### config.mk
export PLATFORM = sky130hd
export DESIGN_NAME = csa_result_fifo_flat
export DESIGN_NICKNAME = d
export VERILOG_FILES = /design/src/rtl/csa_result_fifo_if.sv /design/src/rtl/csa_result_fifo.sv /design/src/flat_wrapper.sv
export SDC_FILE = /design/constraint.sdc
export NUM_CORES = 1
export LEC_CHECK = 0
export ABC_AREA = 1
export BUFFER_PORTS_ARGS = -buffer_cell sky130_fd_sc_hd__buf_2
export CORE_MARGIN = 3
export CORE_UTILIZATION = 40
export CTS_BUF_LIST = sky130_fd_sc_hd__clkbuf_16
export CTS_CLUSTER_DIAMETER = 80
export CTS_CLUSTER_SIZE = 30
export DETAILED_ROUTE_END_ITERATION = 12
export SYNTH_ARGS = -nofsm -noshare
export SYNTH_HDL_FRONTEND = slang
export SYNTH_SLANG_ARGS = --single-unit
### constraint.sdc
create_clock -name clk -period 4.6 [get_ports clk]
set_input_delay 0.23 -clock clk [delete_from_list [all_inputs] [get_ports clk]]
set_output_delay 0.23 -clock clk [all_outputs]
set_load 0.05 [all_outputs]
### src/rtl/csa_result_fifo_if.sv
// Handshake bundle between the CSA result producer, the result FIFO and its consumer.
// The FIFO side uses the slave modport; the producer/consumer side uses the master modport.
interface csa_result_fifo_if #(
    parameter int WIDTH = 64,
    parameter int DEPTH = 4
);
    // Push side: sum/cout are taken on a rising edge with in_valid && in_ready.
    // Pop side: the head entry is taken on a rising edge with out_valid && out_ready.
    // in_ready never depends on out_ready, so there is no ready-to-ready path.
    logic [WIDTH-1:0]         sum;
    logic                     cout;
    logic                     in_valid;
    logic                     in_ready;
    logic [WIDTH:0]           out_data;
    logic                     out_valid;
    logic                     out_ready;
    logic [$clog2(DEPTH):0]   count;
    logic                     full;
    logic                     empty;
    logic [15:0]              carry_cnt;

    modport slave (
        input  sum, cout, in_valid, out_ready,
        output in_ready, out_data, out_valid, count, full, empty, carry_cnt
    );

    modport master (
        output sum, cout, in_valid, out_ready,
        input  in_ready, out_data, out_valid, count, full, empty, carry_cnt
    );
endinterface

### src/rtl/csa_result_fifo.sv
// Show-ahead FIFO capturing {cout,sum} results from the carry-select adder,
// with occupancy flags and a saturating count of results that carried out.
module csa_result_fifo #(
    parameter int WIDTH = 64,
    parameter int DEPTH = 4   // power of two, at least 2
) (
    input logic               clk,
    input logic               rst,
    csa_result_fifo_if.slave  bus
);
    localparam int PW = $clog2(DEPTH);
    localparam int CW = PW + 1;
    localparam logic [CW-1:0] DEPTH_C = CW'(DEPTH);

    logic [WIDTH:0]  mem_q [DEPTH];
    logic [PW-1:0]   wr_ptr_q, wr_ptr_d;
    logic [PW-1:0]   rd_ptr_q, rd_ptr_d;
    logic [CW-1:0]   count_q, count_d;
    logic [15:0]     carry_cnt_q, carry_cnt_d;

    logic full;
    logic empty;
    logic push;
    logic pop;

    // Flags come from registered count only; out_ready cannot reach in_ready.
    always_comb begin
        full  = (count_q == DEPTH_C);
        empty = (count_q == '0);
        push  = bus.in_valid && !full && !rst;
        pop   = bus.out_ready && !empty;
    end

    always_comb begin
        wr_ptr_d    = wr_ptr_q;
        rd_ptr_d    = rd_ptr_q;
        count_d     = count_q;
        carry_cnt_d = carry_cnt_q;
        // Pointers are exactly PW bits, so +1 wraps DEPTH-1 back to 0.
        if (push) wr_ptr_d = wr_ptr_q + PW'(1);
        if (pop)  rd_ptr_d = rd_ptr_q + PW'(1);
        case ({push, pop})
            2'b10:   count_d = count_q + CW'(1);
            2'b01:   count_d = count_q - CW'(1);
            default: count_d = count_q;
        endcase
        if (push && bus.cout && (carry_cnt_q != 16'hFFFF)) begin
            carry_cnt_d = carry_cnt_q + 16'd1;
        end
    end

    always_ff @(posedge clk or posedge rst) begin
        if (rst) begin
            wr_ptr_q    <= '0;
            rd_ptr_q    <= '0;
            count_q     <= '0;
            carry_cnt_q <= '0;
        end else begin
            wr_ptr_q    <= wr_ptr_d;
            rd_ptr_q    <= rd_ptr_d;
            count_q     <= count_d;
            carry_cnt_q <= carry_cnt_d;
        end
    end

    // Storage is not reset; stale slots stay hidden because out_data is masked when empty.
    always_ff @(posedge clk) begin
        if (push) begin
            mem_q[wr_ptr_q] <= {bus.cout, bus.sum};
        end
    end

    always_comb begin
        bus.in_ready  = !full;
        bus.out_valid = !empty;
        bus.out_data  = empty ? '0 : mem_q[rd_ptr_q];
        bus.count     = count_q;
        bus.full      = full;
        bus.empty     = empty;
        bus.carry_cnt = carry_cnt_q;
    end
endmodule

### src/flat_wrapper.sv
// flat-port wrapper written by rule: the top's interface ports become plain ports
module csa_result_fifo_flat 
#(
    parameter int WIDTH = 64,
    parameter int DEPTH = 4                              
)
  (clk, rst, bus_sum, bus_cout, bus_in_valid, bus_out_ready, bus_in_ready, bus_out_data, bus_out_valid, bus_count, bus_full, bus_empty, bus_carry_cnt);
  csa_result_fifo_if #(.WIDTH(WIDTH), .DEPTH(DEPTH)) bus_i ();
  input logic clk;
  input logic rst;
  input wire logic [$bits(bus_i.sum)-1:0] bus_sum;
  input wire logic [$bits(bus_i.cout)-1:0] bus_cout;
  input wire logic [$bits(bus_i.in_valid)-1:0] bus_in_valid;
  input wire logic [$bits(bus_i.out_ready)-1:0] bus_out_ready;
  output wire logic [$bits(bus_i.in_ready)-1:0] bus_in_ready;
  output wire logic [$bits(bus_i.out_data)-1:0] bus_out_data;
  output wire logic [$bits(bus_i.out_valid)-1:0] bus_out_valid;
  output wire logic [$bits(bus_i.count)-1:0] bus_count;
  output wire logic [$bits(bus_i.full)-1:0] bus_full;
  output wire logic [$bits(bus_i.empty)-1:0] bus_empty;
  output wire logic [$bits(bus_i.carry_cnt)-1:0] bus_carry_cnt;
  assign bus_i.sum = bus_sum;
  assign bus_i.cout = bus_cout;
  assign bus_i.in_valid = bus_in_valid;
  assign bus_i.out_ready = bus_out_ready;
  assign bus_in_ready = bus_i.in_ready;
  assign bus_out_data = bus_i.out_data;
  assign bus_out_valid = bus_i.out_valid;
  assign bus_count = bus_i.count;
  assign bus_full = bus_i.full;
  assign bus_empty = bus_i.empty;
  assign bus_carry_cnt = bus_i.carry_cnt;
  csa_result_fifo #(.WIDTH(WIDTH), .DEPTH(DEPTH)) u_core (.clk(clk), .rst(rst), .bus(bus_i));
endmodule
==> results of run 1 <==
[cells by family after synthesis]
logic type / after synthesis
AND/OR/NAND/NOR: 372
flip-flops: 283
AO/OA/AOI/OAI: 208
XOR/XNOR: 9
buffers and inverters: 86
adder cells (fa/ha/maj): 7
[registers in the layout (all words and copies together) (netlist names)]
name	flops
u_core.mem_q	260
u_core.bus.carry_cnt	16
u_core.bus.count	3
u_core.rd_ptr_q	2
u_core.wr_ptr_q	2
[final cells by class]
| class | count | share of cell area (%) |
|---|---|---|
| Sequential cell | 283 | 61.06 |
| Clock buffer | 15 | 2.732 |
| Tap cell | 378 | 3.443 |
| Inverter | 33 | 0.9108 |
| Multi-Input combinational cell | 596 | 19.70 |
| Timing Repair Buffer | 234 | 11.51 |
| Clock inverter | 8 | 0.6376 |
[cells in the mapped netlist (4+ instances only)]
master	n	share of area (%)
a21oi_1	67	2.9
dfrtp_1	23	5.0
edfxtp_1	260	68
nand3_1	4	0.18
nor2_1	285	9.4
o21ai_0	141	6.2
buf_4	4	0.26
clkbuf_1	24	0.79
nand2_1	70	2.3
buf_2	18	0.79
xor2_1	7	0.54
nand4_1	4	0.22
inv_1	30	0.99
buf_1	5	0.16
ha_1	6	0.66
[critical path, delay by kind of cell, from the launching register on]
kind	cells	cell delay, ps
compound gates	2	360
buf+inv	2	1160
flops	1	710
simple gates	2	280
[final timing paths]
check	end	slack (ps)	cells past startpoint	from
worst max register to register	u_core.mem_q[1][43]$_DFFE_PP_	2300	5	u_core.bus.count[1]$_DFFE_PP0P_
worst min register to register	u_core.bus.carry_cnt[9]$_DFFE_PP0P_	550	2	u_core.bus.carry_cnt[9]$_DFFE_PP0P_
min in group asynchronous	u_core.bus.count[1]$_DFFE_PP0P_	330	4	rst
worst max-delay path	bus_out_data[25]	1270	6	u_core.rd_ptr_q[0]$_DFFE_PP0P_
worst min-delay path	u_core.rd_ptr_q[0]$_DFFE_PP0P_	130	5	bus_out_ready
max in group asynchronous	u_core.rd_ptr_q[0]$_DFFE_PP0P_	3980	4	rst
[layout by cell type, fill, tap and decap left out, types with 4 or more instances in the layout]
master	instances
a21oi_1	67
buf_12	4
buf_2	156
buf_4	8
clkbuf_16	15
dfrtp_1	21
dlygate4sd3_1	66
edfxtp_1	260
ha_1	6
inv_1	31
nand2_1	70
nand3_1	4
nand4_1	4
nor2_1	281
nor2_4	5
o21ai_0	141
xor2_1	7
[per-layer routing]
layer / vias up / wire [um] / track usage [%]
met5: - / 0 / 0
met4: 0 / 427 / 3.424
met3: 21 / 1202 / 2.195
met2: 181 / 12280 / 27.31
met1: 3682 / 11770 / 23.28
li1: 3713 / - / -
[timing repair]
| item | in CTS | in global routing |
|---|---|---|
| setup endpoints to repair | 0 | 0 |
| hold buffers | 66 | 0 |
| endpoints found under the hold margin | 283 | 0 |
[power breakdown]
group | internal [mW] | total, mW | switching, mW | leakage, nW
clock | 0.674 | 1.48 | 0.801 | 0.236
sequential | 3.12 | 3.29 | 0.164 | 2.65
combinational | 1.05 | 4.65 | 3.60 | 2.15
==> metrics.txt, run 1 <==
Max-Cap Viols=0; Post-Synth Simple-Gate Area=12.73%; CTS root buf=clkbuf_16; PwrDens=685.4 mW/mm2; worst hold path class=in2reg; initial antenna violation count=0; smallest setup slack after layout=1268 ps; CP max stage delay=840 ps; clk buf depth=3; status=finished clean; syn_nets=1,041; GRT Util Overall=16.41%; dpl hpwl=14,130 um; Initial Utilization=40.91%; worst-skew pair later-pin latency=500 ps; vias in the first global route=7,298; port bufs=156; via count=7,597; Final period util=72.44%; CP Max Fanout=96; crit start category=register; xor/xnor share of the synthesized area=0.6897%; TritonCTS clock tree=yes; DR vias/cell=4.911; Post-route DRC=0; endpoints failing hold=0; Crit-path slowest cell=buf_4; Antenna diodes=0; largest family of logic cells by synthesized area=simple AND/OR/NAND/NOR gates; DIE AREA=0.03064 mm2; WS Path Type=reg2out; ratio of cells with drive above 1 in the final layout=17.71%; # clock sinks=283; grt ovf=0; top achievable clock speed=300.1 MHz; VDD IR max=0.0006739 V; most frequent CP cell=nor2_1; Die X=175.0 um; io pins=157; initial drt markers=446; required time of the worst setup path=4370 ps; row count=61; clock skew=20.07 ps; RSZ-0062 raised after global routing=false; kind of end point of the critical path=output port; Final ANT Viol Nets=0; Inst Count DP=1,458; Finished Cell Area=0.01374 mm2; Post-synth ARST share=8.127%; NumNets Final=1,238; Fill cells=2,518; drt pass-1 iters=5; largest net degree at the start of global routing=97; postcts setup bufs=0; Synth cell types=24; Worst-path clk slew=110 ps; post-synthesis cell area=0.01143 mm2; Tmin final=3332 ps; slew at the pin closest to its max-slew limit=1042 ps; Setup WS pre-CTS=1809 ps; #FFs+latches synth=283; Arr. time, crit path=3100 ps; # setup viols final=0; core area=0.02793 mm2; Layout Cells excl Fill=1,547; Layout area overhead=20.20%; CP Cell Sequence=buf_4 -> nor2_1 -> nor2_1 -> o21ai_0 -> a21oi_1 -> buf_2; Finished Core Util=49.18%; Pwr Total=9.415 mW; CTS H-tree depth=1; Slew headroom=30.52%; Syn Area/Cell=11.84 um2; Final Max Slew Viols=0; Pleak=5.035 nW; first-pass GRT wire length=40,300 um; mux share of post-synthesis cell area=0%; area of the multi-input gates=0.002706 mm2; wire per inst=16.60 um; Die Height=175.0 um; synth warn=0; dpl cell area=0.01261 mm2; Post-CTS Resized=0; post-synthesis cell count=965; Synth Flop Type=edfxtp_1; FF+latch area=0.008388 mm2; Synth Area in Adders=0.8321%; post-route setup TNS=0 ps; EDFF count, synth=260; complex-gate fraction of the synthesized area=9.109%; part of the Yosys area used for sequential elements=73.35%; CTS buffer count=14; WHS=131.0 ps; final WL=25,680 um; Final Wtd Congestion=0.7290
Note: power is estimated with default switching activity, not from simulation.
==> inputs of run 2 (changes only) <==
Clock period 4.6 ns to 2.75 ns, I/O delays scaled along.
==> run 2 against run 1 <==
  * Worst setup slack got worse by 930 ps
  * First-iteration DRC count rose by 26%
  * Utilization rose by 0.57 points
  * Power rose by 70%
  * Global-route usage barely moved
  * Clock-buffer cell count did not move
  * Clock skew rose by 2.5 ps
  * Clock power rose by 74%
  * Die area did not move
  * Critical endpoint is now bus_out_data[62]
  * Largest cell class unchanged
==> metrics.txt, run 2 (synthesized netlist as in run 1, its figures left out) <==
status=finished clean (unchanged); wire per inst=16.42 um (was 16.60 um); Fill cells=2,502 (was 2,518); largest net degree at the start of global routing=70 (was 97); clock skew=22.53 ps (was 20.07 ps); Post-route DRC=0 (unchanged); core area=0.02793 mm2 (unchanged); met1 WL=11,250 um (was 11,770 um); Final Wtd Congestion=0.7654 (was 0.7290); Initial Utilization=40.91% (unchanged); Final period util=87.76%; FF+latch area=0.008391 mm2 (was 0.008388 mm2); CP Max Fanout=62 (was 96); io pins=157 (unchanged); Max-Cap Viols=0 (unchanged); commonest non-fill, non-tap cell in the layout=nor2_1 (unchanged); TritonCTS clock tree=yes (unchanged); VDD IR max=0.001109 V (was 0.0006739 V); Antenna diodes=0 (unchanged); Pleak=5.108 nW (was 5.035 nW); WHS=31.74 ps (was 131.0 ps); Finished Cell Area=0.01390 mm2 (was 0.01374 mm2); wire length on met3=1237 um (was 1202 um); ratio of cells with drive above 1 in the final layout=18.51% (was 17.71%); CTS H-tree depth=1 (unchanged); vias in the first global route=7,569 (was 7,298); DR WL met2=12,710 um (was 12,280 um); Post-CTS Resized=0 (unchanged); NumNets Final=1,246 (was 1,238); Final Max Slew Viols=0 (unchanged); top achievable clock speed=414.3 MHz; # clock sinks=283 (unchanged); final WL=25,560 um (was 25,680 um); Finished Core Util=49.74% (was 49.18%); grt ovf=0 (unchanged); Die X=175.0 um (unchanged); DIE AREA=0.03064 mm2 (unchanged); endpoints failing hold=0 (unchanged); crit start category=register (unchanged); Die Height=175.0 um (unchanged); first-pass GRT wire length=40,340 um (was 40,300 um); Tmin final=2414 ps; dpl hpwl=14,080 um (was 14,130 um); dpl cell area=0.01274 mm2 (was 0.01261 mm2); PwrDens=1155 mW/mm2 (was 685.4 mW/mm2); area of the multi-input gates=0.002714 mm2 (was 0.002706 mm2); port bufs=156 (unchanged); uppermost layer routed=met4 (unchanged); via count=7,639 (was 7,597); CTS buffer count=15 (was 14); GRT Util Overall=16.42% (was 16.41%); initial antenna violation count=0 (unchanged); post-route setup TNS=0 ps (unchanged); Pwr Total=16.04 mW (was 9.415 mW); slew at the pin closest to its max-slew limit=600.7 ps (was 1042 ps); most frequent cells in the layout=nor2_1 (281), edfxtp_1 (260), buf_2 (156) (unchanged); Largest register FFs=260 (unchanged); required time of the worst setup path=2610 ps (was 4370 ps); CTS root buf=clkbuf_16 (unchanged); DR vias/cell=4.909 (was 4.911); Layout area overhead=21.59% (was 20.20%); row count=61 (unchanged); Final ANT Viol Nets=0 (unchanged); initial drt markers=564 (was 446); Worst-path clk slew=90 ps (was 110 ps); RSZ-0062 raised after global routing=false (unchanged); worst hold path class=in2reg (unchanged); drt pass-1 iters=5 (unchanged); clk buf depth=3 (unchanged); kind of end point of the critical path=output port (unchanged); WS Path Type=reg2out (unchanged); # setup viols final=0 (unchanged); Top reg by flops=u_core.mem_q (unchanged); Arr. time, crit path=2280 ps (was 3100 ps); Slew headroom=59.96% (was 30.52%); worst-skew pair later-pin latency=510 ps (was 500 ps)
[run 2: critical path, stage by stage, from the launching register on]
cell	delay, ps
dfrtp_4	590
buf_12	310
nor2_1	80
nor2_1	80
o21ai_0	80
a21oi_1	310
buf_2	330
[run 2: worst paths after layout]
kind	slack (ps)	depth (start not counted)	to	from
min reg2reg	550	1	u_core.bus.count[0]$_DFFE_PP0P_	u_core.bus.count[0]$_DFFE_PP0P_
max in group asynchronous	2180	4	u_core.rd_ptr_q[0]$_DFFE_PP0P_	rst
min	30	5	u_core.rd_ptr_q[0]$_DFFE_PP0P_	bus_out_ready
min in group asynchronous	290	4	u_core.bus.carry_cnt[6]$_DFFE_PP0P_	rst
max reg2reg	610	9	u_core.bus.count[2]$_DFFE_PP0P_	u_core.bus.count[1]$_DFFE_PP0P_
max	340	6	bus_out_data[62]	u_core.rd_ptr_q[0]$_DFFE_PP0P_
[run 2: layer usage]
| metal | vias up | global-route usage, % |
|---|---|---|
| met2 | 179 | 28.65 |
| met5 | - | 0 |
| met3 | 25 | 2.542 |
| met4 | 0 | 3.191 |
| met1 | 3696 | 22.01 |
| li1 | 3739 | - |
[run 2: area by class of cell]
class | instances | area share (%)
flip-flops and latches | 283 | 60.38
multi-input cells | 596 | 19.53
repair buffers | 241 | 12.21
well taps | 378 | 3.404
clock buffers | 15 | 2.701
inverters | 33 | 0.9004
clock inverters | 10 | 0.8734
[run 2: metrics by stage]
step,std cells,setup slack (ps)
2_1_floorplan,965,66.93
3_3_place_gp,1465,643.3
3_5_place_dp,1465,600.2
4_1_cts,1556,283.5
5_1_grt,1556,190.6
6_report,1556,336.5
[run 2: power by group]
| group | internal, mW | switching (mW) | total, mW |
|---|---|---|---|
| registers | 5.23 | 0.253 | 5.48 |
| clock network | 1.16 | 1.41 | 2.57 |
| logic | 1.89 | 6.10 | 7.99 |
[run 2: repair_timing]
action,in CTS,in global routing
hold buffers,66,0
buffers inserted,0,0
hold endpoints to repair,283,0
==> inputs of run 3 (changes only) <==
Settings changed: ABC_AREA 1 to unset.
==> run 3 against run 2 <==
  * Utilization rose by 0.49 points
  * Critical path type unchanged
  * Non-clock buffer count did not move
  * Die area fell by 2.9%
  * Synthesized cell count fell by 46%
  * Worst setup slack got worse by 96 ps
  * Via count fell by 26%
  * Power fell by 9.0%
  * Flip-flop and latch count did not move
  * Routed wire length fell by 13%
  * Clock-buffer cell count did not move
  * Synthesized area fell by 3.0%
  * Combinational power fell by 18%
==> metrics.txt, run 3 <==
status=finished clean (unchanged); Initial Utilization=40.89% (was 40.91%); Synth cell types=40 (was 24); hold bufs inserted after CTS=66 (unchanged); VDD IR max=0.0006010 V (was 0.001109 V); Worst Setup SP=u_core.rd_ptr_q[0]$_DFFE_PP0P_ (unchanged); Final Wtd Congestion=0.7663 (was 0.7654); PwrDens=1073 mW/mm2 (was 1155 mW/mm2); Pleak=4.829 nW (was 5.108 nW); Post-synth ARST share=8.127% (unchanged); worst-skew pair later-pin latency=500 ps (was 510 ps); Post-CTS Resized=0 (unchanged); crit start category=register (unchanged); first-pass GRT wire length=33,920 um (was 40,340 um); Layout Cells excl Fill=1,135 (was 1,556); kind of end point of the critical path=output port (unchanged); largest net degree at the start of global routing=68 (was 70); # setup viols final=0 (unchanged); Inst Count DP=1,047 (was 1,465); Worst Hold Endpoint=u_core.rd_ptr_q[0]$_DFFE_PP0P_ (unchanged); Hold Crit Depth=3 (was 5); clk buf depth=3 (unchanged); CTS root buf=clkbuf_16 (unchanged); reg2reg setup slack=600 ps (was 610 ps); CP top delay family=flip-flops (was buffers and inverters); count leader, synth=edfxtp_1 (was nor2_1); Tmin final=2509 ps (was 2414 ps); Synth Flop Type=edfxtp_1 (unchanged); worst r2r dst=u_core.bus.count[2]$_DFFE_PP0P_ (unchanged); DR vias/cell=4.951 (was 4.909); Synth Area in Adders=0.8582% (was 0.8321%); most frequent cells in the layout=edfxtp_1 (260), buf_2 (156), and2_1 (66), dlygate4sd3_1 (66), mux4_2 (65) (was nor2_1 (281), edfxtp_1 (260), buf_2 (156)); ratio of cells with drive above 1 in the final layout=36.70% (was 18.51%); reg2reg path depth=10 (was 9); io pins=157 (unchanged); Post-route DRC=0 (unchanged); mux share of post-synthesis cell area=13.74% (was 0%); NumNets Final=833 (was 1,246); post-synthesis cell area=0.01108 mm2 (was 0.01143 mm2); Antenna diodes=0 (unchanged); endpoints failing hold=0 (unchanged); DIE AREA=0.02973 mm2 (was 0.03064 mm2); port bufs=156 (unchanged); Final Max Slew Viols=0 (unchanged); grt ovf=0 (unchanged); cell taking the most area after synthesis=edfxtp_1 (unchanged); Max-Cap Viols=0 (unchanged); largest family of logic cells by synthesized area=multiplexers (was simple AND/OR/NAND/NOR gates); initial drt markers=338 (was 564); syn_nets=599 (was 1,041); Arr. time, crit path=2370 ps (was 2280 ps); postcts setup bufs=0 (unchanged); CP max stage delay=660 ps (was 590 ps); Top reg by flops=u_core.mem_q (unchanged); row count=60 (was 61); worst reg2reg startpoint=u_core.bus.count[0]$_DFFE_PP0P_ (was u_core.bus.count[1]$_DFFE_PP0P_); Crit-path slowest cell=dfrtp_4 (unchanged); Final period util=91.24% (was 87.76%); commonest cells in the netlist=edfxtp_1 (260), and2_1 (70), mux4_2 (65), dfrtp_1 (23) (was nor2_1 (285), edfxtp_1 (260), o21ai_0 (141), nand2_1 (70), a21oi_1 (67)); xor/xnor share of the synthesized area=1.344% (was 0.6897%); Hold Crit Start=bus_out_ready (unchanged); wire per inst=19.58 um (was 16.42 um); post-route setup TNS=0 ps (unchanged); slew at the pin closest to its max-slew limit=689.1 ps (was 600.7 ps); Syn Area/Cell=21.19 um2 (was 11.84 um2); part of the Yosys area used for sequential elements=75.65% (was 73.35%); Die X=172.4 um (was 175.0 um); complex-gate fraction of the synthesized area=0.4065% (was 9.109%); commonest non-fill, non-tap cell in the layout=edfxtp_1 (was nor2_1); Largest register FFs=260 (unchanged); required time of the worst setup path=2610 ps (about the same); Post-Synth Simple-Gate Area=6.515% (was 12.73%); CP bufs+invs=2 (unchanged); final WL=22,220 um (was 25,560 um); TritonCTS clock tree=yes (unchanged); Area contributors post-synth=edfxtp_1 (70%), mux4_2 (13%), dfrtp_1 (5.2%) (was edfxtp_1 (68%), nor2_1 (9.4%), o21ai_0 (6.2%)); GRT Util Overall=14.81% (was 16.42%); Die Height=172.4 um (was 175.0 um); Worst-path clk slew=110 ps (was 90 ps); CP Max Fanout=22 (was 62); via count=5,619 (was 7,639); core area=0.02710 mm2 (was 0.02793 mm2); Slew headroom=54.06% (was 59.96%); post-synthesis cell count=523 (was 965); clock skew=22.92 ps (was 22.53 ps); CP Cell Sequence=buf_12 -> mux4_2 -> and2_1 -> buf_2 (was buf_12 -> nor2_1 -> nor2_1 -> o21ai_0 -> a21oi_1 -> buf_2); RSZ-0062 raised after global routing=false (unchanged); CTS buffer count=14 (was 15); vias in the first global route=6,103 (was 7,569); WS Path Type=reg2out (unchanged); #FFs+latches synth=283 (unchanged); initial antenna violation count=0 (unchanged); Finished Cell Area=0.01361 mm2 (was 0.01390 mm2); Final ANT Viol Nets=0 (unchanged); dpl hpwl=14,040 um (was 14,080 um); CTS H-tree depth=1 (unchanged); EDFF count, synth=260 (unchanged); share of the synthesized area in the top cell type=70.46% (was 68.32%); dpl cell area=0.01249 mm2 (was 0.01274 mm2); Layout area overhead=22.85% (was 21.59%); drt pass-1 iters=4 (was 5); # clock sinks=283 (unchanged); synth warn=0 (unchanged); worst hold path class=in2reg (unchanged); top achievable clock speed=398.6 MHz (was 414.3 MHz)
-- run 3: worst register-to-register path: stages, from the launching register on --
cell and delay (ps):
dfrtp_1 450, inv_2 120, nand3_4 90, and3_1 280, inv_1 90, ha_1 180, inv_1 60, fa_1 380
xor2_1 160, nor2_1 110, xor2_1 160
-- run 3: cells by family after synthesis --
| kind of cell | Yosys count |
|---|---|
| XOR/XNOR | 17 |
| buffers and inverters | 33 |
| multiplexers | 70 |
| flip-flops | 283 |
| AO/OA/AOI/OAI | 7 |
| adder cells (fa/ha/maj) | 7 |
| AND/OR/NAND/NOR | 106 |
-- run 3: final cells by class --
cell class                      instances  area (um2)
Timing Repair Buffer                  241        1709
Tap cell                              372       465.4
Sequential cell                       283        8391
Fill cell                            2246       13490
Clock buffer                           15       375.4
Multi-Input combinational cell        207        2545
Clock inverter                          7       87.58
Inverter                               10       40.04
-- run 3: worst max path at each step --
stage	end	slack, ps	depth (start not counted)
after floorplan	u_core.mem_q[0][0]$_DFFE_PP_	90	5
after detailed placement	u_core.bus.count[2]$_DFFE_PP0P_	600	10
final	bus_out_data[5]	240	4
after CTS	bus_out_data[5]	160	4
after global routing	bus_out_data[5]	110	4
after global placement	u_core.bus.count[2]$_DFFE_PP0P_	710	8
-- run 3: metrics by stage --
stage | setup slack, ps | utilization, % | hold slack (ps) | power [mW]
after floorplan | 89.09 | - | 144.8 | 10.63
after global placement | 712.3 | 46.08 | 239.4 | 12.23
after detailed placement | 602.9 | 46.08 | 236.3 | 12.34
after CTS | 163.9 | 50.23 | 15.92 | 14.85
after global routing | 107.3 | 50.23 | 33.72 | 15.32
final | 240.9 | 50.23 | 31.65 | 14.60
-- run 3: where the power goes --
group	leakage, nW	internal, mW	switching (mW)	total, mW
combinational	1.95	2.19	4.40	6.59
sequential	2.65	5.23	0.360	5.59
clock	0.229	1.12	1.30	2.42
-- run 3: per-layer routing --
layer  part of all wire, %  track usage (%)  vias to the layer above  routed length, um
li1                      -                -                     2543                  -
met3                   5.5            2.926                       19               1225
met4                   1.5            2.499                        0                332
met5                     0                0                        -                  0
met1                    42            19.21                     2907               9303
met2                    51            26.42                      150              11360
